<file path="src/rtl/multicycle_sequencer_pkg.sv">
// rtl/multicycle_sequencer_pkg.sv - shared opcodes, control encodings and state type
package multicycle_sequencer_pkg;

  localparam logic [3:0] OP_LW   = 4'b0000;
  localparam logic [3:0] OP_SW   = 4'b0001;
  localparam logic [3:0] OP_R_LO = 4'b0010;
  localparam logic [3:0] OP_R_HI = 4'b1001;
  localparam logic [3:0] OP_BEQ  = 4'b1010;
  localparam logic [3:0] OP_BNE  = 4'b1011;
  localparam logic [3:0] OP_JMP  = 4'b1100;
  localparam logic [3:0] OP_HALT = 4'b1111;

  localparam logic [1:0] ALU_RTYPE = 2'b00;
  localparam logic [1:0] ALU_CMP   = 2'b01;
  localparam logic [1:0] ALU_ADDR  = 2'b10;
  localparam logic [1:0] ALU_JMP   = 2'b11;

  localparam logic [1:0] PC_INC    = 2'b00;
  localparam logic [1:0] PC_BRANCH = 2'b01;
  localparam logic [1:0] PC_JUMP   = 2'b10;

  typedef enum logic [3:0] {
    S_IDLE, S_FETCH, S_DECODE, S_ADDR, S_MEM_RD, S_MEM_WR,
    S_WB_MEM, S_EXEC_R, S_WB_R, S_BRANCH, S_JUMP, S_HALT
  } state_t;

  function automatic logic is_rtype(input logic [3:0] op);
    return (op >= OP_R_LO) && (op <= OP_R_HI);
  endfunction

endpackage

</file>
<file path="src/rtl/multicycle_sequencer_if.sv">
// rtl/multicycle_sequencer_if.sv - datapath/memory control bundle between sequencer and datapath
interface multicycle_sequencer_if #(
  parameter int CNT_W = 16,
  parameter int OP_W  = 4
) ();
  logic             run;
  logic [OP_W-1:0]  Opcode;
  logic             zero;
  logic             imem_ready;
  logic             dmem_ready;
  logic             imem_req;
  logic             ir_write;
  logic             pc_write;
  logic [1:0]       pc_src;
  logic [1:0]       ALUop;
  logic             ALUsrc;
  logic             regDest;
  logic             regW;
  logic             memread;
  logic             memwrite;
  logic             memToReg;
  logic             halted;
  logic             illegal;
  logic [CNT_W-1:0] instret;

  modport master (
    input  run, Opcode, zero, imem_ready, dmem_ready,
    output imem_req, ir_write, pc_write, pc_src, ALUop, ALUsrc, regDest,
           regW, memread, memwrite, memToReg, halted, illegal, instret
  );

  modport slave (
    output run, Opcode, zero, imem_ready, dmem_ready,
    input  imem_req, ir_write, pc_write, pc_src, ALUop, ALUsrc, regDest,
           regW, memread, memwrite, memToReg, halted, illegal, instret
  );
endinterface

</file>
<file path="src/rtl/seq_retire_counter.sv">
// rtl/seq_retire_counter.sv - wrapping retired-instruction counter
module seq_retire_counter #(
  parameter int CNT_W = 16
) (
  input  logic             clk,
  input  logic             rst_n,
  input  logic             inc,
  output logic [CNT_W-1:0] count
);

  always_ff @(posedge clk or negedge rst_n) begin
    if (!rst_n) begin
      count <= '0;
    end else if (inc) begin
      count <= count + {{(CNT_W-1){1'b0}}, 1'b1};
    end
  end

endmodule

</file>
<file path="src/rtl/multicycle_sequencer.sv">
// rtl/multicycle_sequencer.sv - fetch/decode/execute/memory/writeback control FSM
module multicycle_sequencer
  import multicycle_sequencer_pkg::*;
#(
  parameter int CNT_W = 16,
  parameter int OP_W  = 4
) (
  input logic                   clk,
  input logic                   rst_n,
  multicycle_sequencer_if.master bus
);

  state_t          state;
  state_t          next;
  logic [OP_W-1:0] op_q;
  logic            retire;

  always_ff @(posedge clk or negedge rst_n) begin
    if (!rst_n) begin
      state <= S_IDLE;
      op_q  <= '0;
    end else begin
      state <= next;
      if (state == S_DECODE) op_q <= bus.Opcode;
    end
  end

  always_comb begin
    next         = state;
    retire       = 1'b0;
    bus.imem_req = 1'b0;
    bus.ir_write = 1'b0;
    bus.pc_write = 1'b0;
    bus.pc_src   = PC_INC;
    bus.ALUop    = ALU_RTYPE;
    bus.ALUsrc   = 1'b0;
    bus.regDest  = 1'b0;
    bus.regW     = 1'b0;
    bus.memread  = 1'b0;
    bus.memwrite = 1'b0;
    bus.memToReg = 1'b0;
    bus.halted   = 1'b0;
    bus.illegal  = 1'b0;
    case (state)
      S_IDLE: if (bus.run) next = S_FETCH;
      S_FETCH: begin
        bus.imem_req = 1'b1;
        if (bus.imem_ready) begin
          bus.ir_write = 1'b1;
          bus.pc_write = 1'b1;
          next         = S_DECODE;
        end
      end
      S_DECODE: begin
        if (bus.Opcode == OP_LW || bus.Opcode == OP_SW) next = S_ADDR;
        else if (is_rtype(bus.Opcode))                  next = S_EXEC_R;
        else if (bus.Opcode == OP_BEQ || bus.Opcode == OP_BNE) next = S_BRANCH;
        else if (bus.Opcode == OP_JMP)                  next = S_JUMP;
        else if (bus.Opcode == OP_HALT)                 next = S_HALT;
        else begin
          bus.illegal = 1'b1;
          next        = S_FETCH;
        end
      end
      S_ADDR: begin
        bus.ALUop  = ALU_ADDR;
        bus.ALUsrc = 1'b1;
        next       = (op_q == OP_LW) ? S_MEM_RD : S_MEM_WR;
      end
      S_MEM_RD: begin
        bus.memread = 1'b1;
        bus.ALUop   = ALU_ADDR;
        bus.ALUsrc  = 1'b1;
        if (bus.dmem_ready) next = S_WB_MEM;
      end
      S_MEM_WR: begin
        bus.memwrite = 1'b1;
        bus.ALUop    = ALU_ADDR;
        bus.ALUsrc   = 1'b1;
        if (bus.dmem_ready) begin
          retire = 1'b1;
          next   = S_FETCH;
        end
      end
      S_WB_MEM: begin
        bus.regW     = 1'b1;
        bus.memToReg = 1'b1;
        retire       = 1'b1;
        next         = S_FETCH;
      end
      S_EXEC_R: next = S_WB_R;
      S_WB_R: begin
        bus.regW    = 1'b1;
        bus.regDest = 1'b1;
        retire      = 1'b1;
        next        = S_FETCH;
      end
      S_BRANCH: begin
        // beq takes the branch on zero, bne on not-zero
        bus.ALUop    = ALU_CMP;
        bus.pc_src   = PC_BRANCH;
        bus.pc_write = (op_q == OP_BEQ) ? bus.zero : !bus.zero;
        retire       = 1'b1;
        next         = S_FETCH;
      end
      S_JUMP: begin
        bus.ALUop    = ALU_JMP;
        bus.pc_src   = PC_JUMP;
        bus.pc_write = 1'b1;
        retire       = 1'b1;
        next         = S_FETCH;
      end
      S_HALT:  bus.halted = 1'b1;
      default: next = S_IDLE;
    endcase
  end

  seq_retire_counter #(.CNT_W(CNT_W)) u_retire (
    .clk   (clk),
    .rst_n (rst_n),
    .inc   (retire),
    .count (bus.instret)
  );

endmodule

</file>
<file path="src/flat_wrapper.sv">
// flat-port wrapper written by rule: the top's interface ports become plain ports
module multicycle_sequencer_flat import multicycle_sequencer_pkg::*;
#(
  parameter int CNT_W = 16,
  parameter int OP_W  = 4
)
  (clk, rst_n, bus_run, bus_Opcode, bus_zero, bus_imem_ready, bus_dmem_ready, bus_imem_req, bus_ir_write, bus_pc_write, bus_pc_src, bus_ALUop, bus_ALUsrc, bus_regDest, bus_regW, bus_memread, bus_memwrite, bus_memToReg, bus_halted, bus_illegal, bus_instret);
  multicycle_sequencer_if #(.CNT_W(CNT_W), .OP_W(OP_W)) bus_i ();
  input logic clk;
  input logic rst_n;
  input wire logic [$bits(bus_i.run)-1:0] bus_run;
  input wire logic [$bits(bus_i.Opcode)-1:0] bus_Opcode;
  input wire logic [$bits(bus_i.zero)-1:0] bus_zero;
  input wire logic [$bits(bus_i.imem_ready)-1:0] bus_imem_ready;
  input wire logic [$bits(bus_i.dmem_ready)-1:0] bus_dmem_ready;
  output wire logic [$bits(bus_i.imem_req)-1:0] bus_imem_req;
  output wire logic [$bits(bus_i.ir_write)-1:0] bus_ir_write;
  output wire logic [$bits(bus_i.pc_write)-1:0] bus_pc_write;
  output wire logic [$bits(bus_i.pc_src)-1:0] bus_pc_src;
  output wire logic [$bits(bus_i.ALUop)-1:0] bus_ALUop;
  output wire logic [$bits(bus_i.ALUsrc)-1:0] bus_ALUsrc;
  output wire logic [$bits(bus_i.regDest)-1:0] bus_regDest;
  output wire logic [$bits(bus_i.regW)-1:0] bus_regW;
  output wire logic [$bits(bus_i.memread)-1:0] bus_memread;
  output wire logic [$bits(bus_i.memwrite)-1:0] bus_memwrite;
  output wire logic [$bits(bus_i.memToReg)-1:0] bus_memToReg;
  output wire logic [$bits(bus_i.halted)-1:0] bus_halted;
  output wire logic [$bits(bus_i.illegal)-1:0] bus_illegal;
  output wire logic [$bits(bus_i.instret)-1:0] bus_instret;
  assign bus_i.run = bus_run;
  assign bus_i.Opcode = bus_Opcode;
  assign bus_i.zero = bus_zero;
  assign bus_i.imem_ready = bus_imem_ready;
  assign bus_i.dmem_ready = bus_dmem_ready;
  assign bus_imem_req = bus_i.imem_req;
  assign bus_ir_write = bus_i.ir_write;
  assign bus_pc_write = bus_i.pc_write;
  assign bus_pc_src = bus_i.pc_src;
  assign bus_ALUop = bus_i.ALUop;
  assign bus_ALUsrc = bus_i.ALUsrc;
  assign bus_regDest = bus_i.regDest;
  assign bus_regW = bus_i.regW;
  assign bus_memread = bus_i.memread;
  assign bus_memwrite = bus_i.memwrite;
  assign bus_memToReg = bus_i.memToReg;
  assign bus_halted = bus_i.halted;
  assign bus_illegal = bus_i.illegal;
  assign bus_instret = bus_i.instret;
  multicycle_sequencer #(.CNT_W(CNT_W), .OP_W(OP_W)) u_core (.clk(clk), .rst_n(rst_n), .bus(bus_i));
endmodule
</file>
<file path="config.mk">
export PLATFORM = sky130hd
export DESIGN_NAME = multicycle_sequencer_flat
export DESIGN_NICKNAME = d
export VERILOG_FILES = /design/src/rtl/multicycle_sequencer_pkg.sv /design/src/rtl/multicycle_sequencer_if.sv /design/src/rtl/seq_retire_counter.sv /design/src/rtl/multicycle_sequencer.sv /design/src/flat_wrapper.sv
export SDC_FILE = /design/constraint.sdc
export NUM_CORES = 1
export LEC_CHECK = 0
export CAP_MARGIN = 10
export CORE_AREA = 2 2 76 49
export DETAILED_ROUTE_END_ITERATION = 16
export DIE_AREA = 0 0 78 51
export GPL_TIMING_DRIVEN = 0
export MAX_ROUTING_LAYER = met4
export PLACE_DENSITY = 0.84
export SLEW_MARGIN = 20
export SYNTH_ARGS = -nofsm -noshare
export SYNTH_HDL_FRONTEND = slang
export SYNTH_HIERARCHICAL = 1
export SYNTH_SLANG_ARGS = --single-unit
</file>
<file path="constraint.sdc">
create_clock -name clk -period 4.5 [get_ports clk]
set_input_delay 0.9 -clock clk [delete_from_list [all_inputs] [get_ports clk]]
set_output_delay 0.9 -clock clk [all_outputs]
set_load 0.005 [all_outputs]
</file>
Yosys cells after proc, flatten, opt, wreduce, memory -nomap -nowiden
Index checks and enable logic that the tools add are counted.
Widths: inputs -> output; s select.
{"block": "totals", "regBits": 24, "inputBits": 10, "out_inout_bits": 31, "elab_cells": 72}
{"block": "classes", "addsub": 1, "magnitude_cmp": 2, "n_eq_ne": 21, "mux": 33, "n_bitwise": 1, "reduce_logical": 11}
{"op": "$eq 4x4->1 const B", "n": 9}
{"op": "$mux 4", "n": 9}
{"op": "$pmux 4 s9", "n": 1}
{"op": "$mux 1", "n": 19}
{"op": "$add 16x1->16 const B", "n": 1}
{"op": "$eq 4x3->1 const B", "n": 4}
{"op": "$logic_not 4->1", "n": 3}
{"op": "$eq 4x1->1 const B", "n": 2}
{"op": "$eq 4x2->1 const B", "n": 2}
{"op": "$ne 2x2->1 const B", "n": 4}
{"op": "$pmux 2 s3", "n": 1}
{"op": "$reduce_and 5->1", "n": 1}
{"op": "$ge 4x2->1 const B", "n": 1}
{"op": "$le 4x4->1 const B", "n": 1}
{"op": "$pmux 2 s2", "n": 1}
{"op": "$reduce_or 4->1", "n": 1}
{"op": "$pmux 1 s3", "n": 1}
{"op": "$reduce_or 3->1", "n": 1}
{"op": "$logic_or 1x1->1", "n": 2}
{"op": "$pmux 1 s2", "n": 1}
{"op": "$reduce_or 2->1", "n": 1}
{"op": "$logic_and 1x1->1", "n": 1}
{"op": "$logic_not 1->1", "n": 1}
{"op": "$not 1->1", "n": 1}

Longest topological paths before layout
{"block": "depth", "word_depth": 7, "mapped_depth": 8, "depth_no_buf": 7}

Cells and area by module
The synthesis kept the hierarchy.
{"module": "multicycle_sequencer", "n_inst": 1, "cells_each": 89, "area_each_um2": 730.7, "seq_area_each_um2": 200.2}
{"module": "seq_retire_counter", "n_inst": 1, "cells_each": 56, "area_each_um2": 695.7, "seq_area_each_um2": 400.4}

Least setup slack after synthesis
OpenSTA, ideal clock, no wires.
{"block": "synth_timing", "path_type": "in2reg", "startpoint": "input port bus_dmem_ready", "endpoint": "register u_core.u_retire.count[12]", "setup_time_ps": 79, "arrival_ps": 2453, "t_required_ps": 4421, "path_slack_ps": 1967, "stages": 7, "path_buffers": 0, "cell_sequence": "nand2_1 > o21a_1 > o21ai_0 > nand4_4 > nor3_2 > and4_1 > xor2_1"}
{"block": "synth_between", "elab_chain_len": 2}
{"element": "start: declaration", "line": "flat_wrapper.sv:15", "source": "input wire logic [$bits(bus_i.dmem_ready)-1:0] bus_dmem_ready;"}
{"element": "$mux 1", "line": "multicycle_sequencer.sv:80", "source": "if (bus.dmem_ready) begin"}
{"element": "$pmux 1 s2", "line": "multicycle_sequencer.sv:44", "source": "case (state)"}
{"element": "net u_core.retire", "line": "multicycle_sequencer.sv:16", "source": "logic retire;"}
{"element": "end signal: assignment", "line": "seq_retire_counter.sv:15", "source": "count <= count + {{(CNT_W-1){1'b0}}, 1'b1};"}
{"element": "end: declaration", "line": "seq_retire_counter.sv:8", "source": "output logic [CNT_W-1:0] count"}
The timed path passes the listed nets, and every way through them passes these cells.
A chain may end at the register's enable or synchronous reset.

Worst setup path after layout
{"block": "layout_timing", "startpoint": "input port bus_zero", "endpoint": "output port bus_pc_write"}
{"block": "layout_between", "elab_chain_len": 3}
{"element": "start: declaration", "line": "flat_wrapper.sv:13", "source": "input wire logic [$bits(bus_i.zero)-1:0] bus_zero;"}
{"element": "$logic_not 1->1", "line": "multicycle_sequencer.sv:102", "source": "bus.pc_write = (op_q == OP_BEQ) ? bus.zero : !bus.zero;"}
{"element": "$mux 1 *", "line": "multicycle_sequencer.sv:102"}
{"element": "$pmux 1 s3 *", "line": "multicycle_sequencer.sv:44"}
{"element": "end: declaration", "line": "flat_wrapper.sv:18", "source": "output wire logic [$bits(bus_i.pc_write)-1:0] bus_pc_write;"}
Mark *: on every way between the ends. The rest lies on a longest branch, timed or not.

==> flow_summary.toml <==
[cts]
clock_tree.root_cell = "clkbuf_8"
clock_insertion_delay_worst_skew_ps = 260
clock_tree.buffer_depth = 2
postCtsHoldBufs = 0
h-tree-depth = 1
post_cts_resized = 0
clkSlewWorstSetupHoldPaths_ps = 80
tritoncts = "yes"
cts_buffers = 3
clkSinkCount = 24
post-cts-setup-buffer-count = 0

[cells_and_area]
stdcell_area_um2 = 1920
layout-drive-gt1-share = 0.123
area_growth_pct = 34.3
layoutNonFillerInstCount = 234
final_cell_mix = "37 x clkdlybuf4s50_1, 24 x dfrtp_1, 14 x nor2_1"
diodes = 0
finalCoreUtilization = 0.563
layout.cells.most_common = "clkdlybuf4s50_1"
num-fill-cells = 310
finalNetCount = 199

[yosys]
synth_top_area_frac = 0.421
synth_nets = 156
ys_dominant_reg_cell = "dfrtp_1"
ys_seq_area_frac = 0.421
synth_edf_count = 0
ys.warnings.count = 6
postSynthRegisterBits = 24
netlist_area_um2 = 1430
synth_area_leader_cell = "dfrtp_1"
synthesis.instances = 145
synthDistinctLibCells = 45
ys_async_sr_fraction = 1.00
synth_area_per_cell_um2 = 9.84
ys_top_cells_by_area = "dfrtp_1 42%, xnor2_1 7.4%, xor2_1 4.9%"

[setup_path]
timing.reg2reg.worst_path_depth = 7
critical_path_required_ps = 3600
crit_path_end_kind = "output port"
critical_path.startpoint_type = "input port"
worst-setup-path-type = "in -> out"
crit_top_cell = "clkdlybuf4s50_1"
cp_slowest_cell = "clkdlybuf4s50_1"
crit_chain = "clkdlybuf4s50_1 -> xor2_1 -> or3_1 -> a21oi_1 -> clkdlybuf4s50_1"
cp_slowest_stage_delay_ps = 500
cp_max_fo = 1
timing.critical_path.arrival_ps = 2400

[global_route]
largest_net_degree_at_the_start_of_global_routing = 25
via_count_of_the_first_global_routing_pass = 1106
antenna_violations_before_repair = 0
first_pass_grt_wire_length_mm = 5.25
globalRouteOverflowTotal = 0
grt_util_all_layers = 0.174

[detailed_routing]
highest_layer = "met4"
wl_met2_mm = 1.37
vias_per_cell = 5.30
m1WireLength_mm = 1.57
drt_iter0_drc = 156
count_of_antenna_violating_nets_left_after_detailed_routing = 0
wl_met3_um = 179
post-route-drc-count = 0
route.vias.total = 1241
wirelength_mm = 3.17
wl_per_cell_um = 13.5
drt_first_pass_iters = 4

[sta]
finalClockSkew_ps = 1.85
period_needed_ps = 3300
fin_setup_tns_ps = 0
max_clock_freq_ghz = 0.303
timing.final.crit_share = 0.734
report.final.hold_viol_count = 0
slew_headroom = 0.374
setup_violations = 0
drv_slew = 0
grt_setup_unrepaired = "no"
tightestPinTransition_ps = 929

[flow_run]
max_cap_violations = 0

[worst_hold_path]
hold-path-cell-count = 1
worstHoldPathType = "reg -> reg"

[floorplan]
placeableCoreArea_um2 = 3400
die_w_um = 78
die-area_um2 = 3980
rows = 17
floorplan.initialDensity = 0.419
die_height_um = 51
top_level_ports = 41

[pwr]
p_leak_nw = 0.778
pwr_density_cell_nw_per_um2 = 514
ir_worst_vdd_uv = 194

[placement]
placement.cell_area_um2 = 1870
placed_cells = 230
finalWeightedCongestion = 0.930
portBuffers = 38
place_hpwl_mm = 2.47

[run_status]
outcome = "completed"
==> Yosys cell counts, types with 2 or more instances <==
cell,n
a21oi_1,8
a311o_1,2
buf_4,2
clkbuf_1,2
dfrtp_1,24
inv_1,3
mux2_2,4
nand2_1,11
nand2b_1,5
nand3_1,8
nand4_1,4
nor2_1,14
nor3_1,4
nor3_2,2
o21ai_0,2
or2_2,3
xnor2_1,12
xor2_1,8
==> stage by stage <==
| step | power (mW) | worst slack [ps] | hold slack (ps) |
|---|---|---|---|
| floorplan | 0.640 | 1970 | 468 |
| global placement | 0.829 | 1190 | 460 |
| detailed placement | 0.839 | 1130 | 483 |
| CTS | 0.989 | 1190 | 494 |
| global route | 1.06 | 1090 | 504 |
| finish | 0.985 | 1200 | 480 |
==> cell type report <==
cell class | instances | area (um^2) | area share
Tap cell | 47 | 58.8 | 0.0307
Inverter | 3 | 11.3 | 0.00588
Buffer | 7 | 42.5 | 0.0222
Multi-Input combinational cell | 111 | 772 | 0.403
Timing Repair Buffer | 38 | 375 | 0.196
Sequential cell | 24 | 601 | 0.314
Clock buffer | 4 | 55.1 | 0.0287
==> per-layer routing <==
| metal | GRT usage | up-vias |
|---|---|---|
| met3 | 0.0371 | 6 |
| met5 | - | - |
| met2 | 0.237 | 56 |
| met4 | 0.0556 | 0 |
| met1 | 0.256 | 584 |
| li1 | - | 595 |
==> worst paths after layout <==
kind                                                             from                                    end  slack (ps)
min in group asynchronous                                       rst_n  u_core/u_retire/count[12]$_DFFE_PN0P_         600
max in group asynchronous                                       rst_n   u_core/u_retire/count[6]$_DFFE_PN0P_        3560
worst min register to register  u_core/u_retire/count[15]$_DFFE_PN0P_  u_core/u_retire/count[15]$_DFFE_PN0P_         480
worst min-delay path            u_core/u_retire/count[15]$_DFFE_PN0P_  u_core/u_retire/count[15]$_DFFE_PN0P_         480
worst max-delay path                                         bus_zero                           bus_pc_write        1200
worst max register to register            u_core/state[1]$_DFFE_PN0P_  u_core/u_retire/count[12]$_DFFE_PN0P_        1910
==> state kept, by name, summed over array words and instances (netlist names) <==
register,flops
u_core/op_q,4
u_core/state,4
u_core/u_retire/count,16
==> worst max-delay path: cells and delay by family <==
| family | cells | cell delay [ps] |
|---|---|---|
| compound gates | 1 | 120 |
| buf+inv | 2 | 910 |
| xor+xnor | 1 | 150 |
| simple gates | 1 | 310 |
==> where the power goes <==
| part | internal [mW] | switching, mW |
|---|---|---|
| Combinational | 0.266 | 0.230 |
| Sequential | 0.272 | 0.0738 |
| Clock | 0.0781 | 0.0651 |
| Total | 0.616 | 0.369 |
==> cell families after synthesis <==
kind of cell / after synthesis / share of synthesized area
flip-flops: 24 / 0.421
AO/OA/AOI/OAI: 21 / 0.0991
XOR/XNOR: 20 / 0.123
adder cells (fa/ha/maj): 1 / 0.00877
multiplexers: 6 / 0.0500
buffers and inverters: 10 / 0.0377
AND/OR/NAND/NOR: 63 / 0.261
No activity file was read; power rests on OpenSTA's default activity.
